## config.mk

```make
export PLATFORM = sky130hd
export DESIGN_NAME = alu_flag_stage
export DESIGN_NICKNAME = d
export VERILOG_FILES = /design/src/rtl/alu_flag_stage.sv
export SDC_FILE = /design/constraint.sdc
export NUM_CORES = 1
export LEC_CHECK = 0
export BUFFER_PORTS_ARGS = -buffer_cell sky130_fd_sc_hd__buf_4
export CAP_MARGIN = 20
export CORE_ASPECT_RATIO = 0.9
export CORE_MARGIN = 2
export CORE_UTILIZATION = 40
export DETAILED_ROUTE_END_ITERATION = 10
export PLACE_DENSITY_LB_ADDON = 0.3
export SYNTH_ARGS = -nofsm -noshare
export SYNTH_HDL_FRONTEND = slang
export SYNTH_SLANG_ARGS = --single-unit
```

## constraint.sdc

```tcl
create_clock -name clk -period 5.5 [get_ports clk]
set_clock_uncertainty 0.15 [all_clocks]
set_input_delay 0.825 -clock clk [delete_from_list [all_inputs] [get_ports clk]]
set_output_delay 0.825 -clock clk [all_outputs]
set_load 0.05 [all_outputs]
```

## src/rtl/alu_flag_stage.sv

```systemverilog
// alu_flag_stage: a two-entry valid/ready register stage for the 16-bit ALU.
// It buffers the result Z together with its five flags, {Sign, Zero, Carry,
// Parity, Overflow}, and passes both through unmodified. It also keeps two
// status values: the OR of every accepted flag set since the last clear, and
// a saturating count of accepted results that had Overflow set.
module alu_flag_stage (
  input  logic        clk,
  input  logic        rst_n,
  input  logic        in_valid,
  output logic        in_ready,
  input  logic [15:0] in_z,
  input  logic [4:0]  in_flags,
  output logic        out_valid,
  input  logic        out_ready,
  output logic [15:0] out_z,
  output logic [4:0]  out_flags,
  input  logic        clr_sticky,
  output logic [4:0]  sticky_flags,
  output logic [7:0]  ovf_count
);

  typedef enum logic [1:0] {
    ST_EMPTY = 2'd0,
    ST_ONE   = 2'd1,
    ST_FULL  = 2'd2
  } state_e;

  localparam logic [7:0] OVF_MAX = 8'hFF;

  state_e      state_q,      state_d;
  logic [15:0] head_z_q,     head_z_d;
  logic [4:0]  head_flags_q, head_flags_d;
  logic [15:0] tail_z_q,     tail_z_d;
  logic [4:0]  tail_flags_q, tail_flags_d;
  logic        out_valid_q,  out_valid_d;
  logic        in_ready_q,   in_ready_d;
  logic [4:0]  sticky_q,     sticky_d;
  logic [7:0]  ovf_q,        ovf_d;

  logic        push_s;
  logic        pop_s;
  logic [4:0]  sticky_base_s;
  logic [7:0]  ovf_base_s;

  // Handshakes are qualified by the registered valid and ready outputs.
  assign push_s = in_valid & in_ready_q;
  assign pop_s  = out_valid_q & out_ready;

  assign in_ready     = in_ready_q;
  assign out_valid    = out_valid_q;
  assign out_z        = head_z_q;
  assign out_flags    = head_flags_q;
  assign sticky_flags = sticky_q;
  assign ovf_count    = ovf_q;

  // Buffer state machine: this computes the next occupancy and the head/tail
  // contents, and it derives both handshake outputs from the next state.
  always_comb begin
    state_d      = state_q;
    head_z_d     = head_z_q;
    head_flags_d = head_flags_q;
    tail_z_d     = tail_z_q;
    tail_flags_d = tail_flags_q;
    case (state_q)
      ST_EMPTY: begin
        if (push_s) begin
          head_z_d     = in_z;
          head_flags_d = in_flags;
          state_d      = ST_ONE;
        end else begin
          state_d      = ST_EMPTY;
        end
      end
      ST_ONE: begin
        if (push_s && pop_s) begin
          // The head leaves and the new entry takes its place directly.
          head_z_d     = in_z;
          head_flags_d = in_flags;
          state_d      = ST_ONE;
        end else if (push_s) begin
          tail_z_d     = in_z;
          tail_flags_d = in_flags;
          state_d      = ST_FULL;
        end else if (pop_s) begin
          state_d      = ST_EMPTY;
        end else begin
          state_d      = ST_ONE;
        end
      end
      ST_FULL: begin
        // in_ready is low here, so only a pop can occur in this state.
        if (pop_s) begin
          head_z_d     = tail_z_q;
          head_flags_d = tail_flags_q;
          state_d      = ST_ONE;
        end else begin
          state_d      = ST_FULL;
        end
      end
      default: begin
        state_d = ST_EMPTY;
      end
    endcase
    out_valid_d = (state_d != ST_EMPTY);
    in_ready_d  = (state_d != ST_FULL);
  end

  // Sticky status: a clear takes effect first, and then a push in the same
  // cycle is accumulated on top of the cleared value.
  always_comb begin
    if (clr_sticky) begin
      sticky_base_s = 5'b0;
      ovf_base_s    = 8'h00;
    end else begin
      sticky_base_s = sticky_q;
      ovf_base_s    = ovf_q;
    end
    if (push_s) begin
      sticky_d = sticky_base_s | in_flags;
    end else begin
      sticky_d = sticky_base_s;
    end
    if (push_s && in_flags[0] && (ovf_base_s != OVF_MAX)) begin
      ovf_d = ovf_base_s + 8'd1;
    end else begin
      ovf_d = ovf_base_s;
    end
  end

  // State register for all stage storage; reset discards every entry and all
  // status immediately.
  always_ff @(posedge clk or negedge rst_n) begin
    if (!rst_n) begin
      state_q      <= ST_EMPTY;
      head_z_q     <= 16'h0000;
      head_flags_q <= 5'b0;
      tail_z_q     <= 16'h0000;
      tail_flags_q <= 5'b0;
      out_valid_q  <= 1'b0;
      in_ready_q   <= 1'b0;
      sticky_q     <= 5'b0;
      ovf_q        <= 8'h00;
    end else begin
      state_q      <= state_d;
      head_z_q     <= head_z_d;
      head_flags_q <= head_flags_d;
      tail_z_q     <= tail_z_d;
      tail_flags_q <= tail_flags_d;
      out_valid_q  <= out_valid_d;
      in_ready_q   <= in_ready_d;
      sticky_q     <= sticky_d;
      ovf_q        <= ovf_d;
    end
  end

endmodule

```

==> flow_summary.toml <==
[clock_tree]
hold_buffers = 0
htreeDepth = 3
cts.repair.resized = 0
cts_tree = "done"
clock_sinks = 59
numCtsBuffers = 9
clk_pin_slew_ns = 0.07
post-cts-setup-buffers = 0
clk_latency_ns = 0.33
clock_path_buffers = 2
cts_root_buffer = "clkbuf_8"

[power]
power_frac_clock_pct = 21.7
leakage_nw = 1.683
switching_power_mw = 0.8473
total_power_mw = 2.205
cellInternalPower_mw = 1.357
power_density_nw_per_um2 = 630.9
sequentialPowerShare_pct = 32.8
swShare_pct = 38.43
power.share.combinational_pct = 45.5
peakVddDrop_mv = 0.3255

[routing]
topRoutingLayerUsed = "met4"
viasPerCell = 4.953
drt_pass1_iterations = 4
m1WireLength_um = 2466
routed_wl_um = 5281
via_count = 1778
wl_met2_um = 2483
drc_errors = 0
drtIter0Drc = 70
ant_nets = 0
route.met3.wl_um = 277
wl_per_cell_um = 14.71

[place]
gp_congestion = 0.7360
port_buffers = 61
dpl.hpwl_um = 3536

[sta]
slew_violations = 0
period_share_pct = 47.43
relSlewSlack_pct = 30.18
fmax_mhz = 383.4
hold_viol = 0
min_period_ns = 2.609
setup-violations-final = 0
rsz0062_at_grt = "no"
tns_ns = 0
tightest_slew_ns = 1.044

[layout]
mostFrequentLayoutCells = "buf_4, dfrtp_1, mux2_2"
fillers = 586
drive_gt1_share_pct = 52.42
area.growth.synth_to_final_pct = 27.42
final_common_cell = "buf_4"
nets = 292
antenna_cells = 0

[grt]
grt_max_degree = 60
grt_pass1_vias = 1751
antenna_found_initial = 0
grt_pass1_wl_um = 8493
track_usage_pct = 14.86
overflow = 0

[flow_run]
drv_cap = 0

[synthesis]
synth-edff-count = 0
syn_inst = 200
syn-num-nets = 228
avgSynthCellArea_um2 = 13.71
syn-cell-area_um2 = 2743
yosysUniqueCellTypes = 35
seq_area_frac_synth_pct = 53.83
ys_seq_elements = 59
async_flop_share_pct = 100.0
ys_warn_count = 0
ys.flop_type = "dfrtp_1"

[floorplan]
pin_count = 62
fp.dieW_um = 91.29
start_util_pct = 41.42
core-area_um2 = 6621
rows = 28
chipHeight_um = 82.56
die_area_um2 = 7536

[setup_path]
crit_path_end_kind = "flip-flop"
crit_start = "in_valid"
critical_path_class = "input port to flip-flop"
reg2reg_from = "in_ready"
crit_fanout = 21
arrival_ns = 2.67
crit_required_ns = 5.56
startpoint_type = "input port"

[hold_path]
min_path_type = "flip-flop to flip-flop"
worstHoldStart = "out_flags[1]"

[outcome]
status = "finished clean"
-- power groups by stage --
stage / logic [mW] / clock network, mW / registers (mW)
3_5_place_dp: 1.01 / 0 / 0.731
6_report: 1.00 / 0.478 / 0.724
3_3_place_gp: 0.994 / 0 / 0.726
5_1_grt: 1.06 / 0.514 / 0.748
4_1_cts: 1.02 / 0.491 / 0.725
2_1_floorplan: 0.432 / 0 / 1.06
-- final timing paths --
kind                       depth (start not counted)  slack [ns]            to
max                                                4        2.89   tail_z_q[4]
min                                                1        0.35  out_flags[1]
max reg2reg                                        3        3.07   tail_z_q[4]
min reg2reg                                        1        0.35  out_flags[1]
max in group asynchronous                          1        4.30      out_z[5]
min in group asynchronous                          1        0.41      out_z[8]
-- flip-flops by register name, summed over array words and instances (netlist names) --
| signal | cells |
|---|---|
| in_ready | 1 |
| out_flags | 5 |
| out_valid | 1 |
| out_z | 16 |
| ovf_count | 8 |
| state_q | 2 |
| sticky_flags | 5 |
| tail_flags_q | 5 |
| tail_z_q | 16 |
-- cell usage after synthesis, drive strengths merged, types with 2 or more instances --
library cell  number  share of area (%)
mux2              66                 30
dfrtp             59                 54
nand2              9                1.2
buf                8                2.4
inv                7               0.96
o21ai              6                1.1
nand3              5               0.91
nor2               5               0.68
nor2b              5                1.1
nand2b             4               0.91
a21oi              3               0.68
ha                 2               0.91
nand4              2               0.46
nor4               2               0.46
xnor2              2               0.64
-- worst max-delay path: stages --
cell and delay, ns:
buf_4 0.09, and2_1 0.35, nand3_1 0.82, mux2_2 0.57
-- area by class of cell --
cell class | count | area [um^2] | area share [%]
Sequential cell | 59 | 1476 | 42.25
Multi-Input combinational cell | 125 | 1172 | 33.55
Timing Repair Buffer | 62 | 465.4 | 13.32
Clock buffer | 11 | 141.4 | 4.046
Tap cell | 90 | 112.6 | 3.222
Clock inverter | 5 | 100.1 | 2.864
Inverter | 7 | 26.28 | 0.7519
-- logic make-up (layout without fill, tap and decap cells) --
kind of cell / after synthesis / in the layout / synth area share (%)
mux: 67 / 67 / 29.93
flops: 59 / 59 / 53.83
simple gates: 37 / 37 / 7.117
compound gates: 16 / 16 / 3.742
buf+inv: 16 / 85 / 3.513
xor+xnor: 3 / 3 / 0.9582
fa+ha+maj: 2 / 2 / 0.9123
-- metrics by stage --
step                      util [%]  cells  hold slack, ns  setup slack (ns)  cell area [um^2]
after global placement       49.13    343          0.3324             2.592              3253
final                        52.78    359          0.3485             2.891              3495
after floorplan                  -    200          0.3254             3.207              2743
after detailed placement     49.13    343          0.3365             2.522              3253
after global routing         52.78    359          0.3729             2.737              3495
after CTS                    52.78    359          0.3527             2.872              3495
-- routing by layer --
layer,global-route usage [%],vias to the layer above
met5,0,-
met4,5.000,0
met3,5.717,4
met2,24.00,51
met1,18.56,889
li1,-,834
Power figures use the tool's default switching activity.
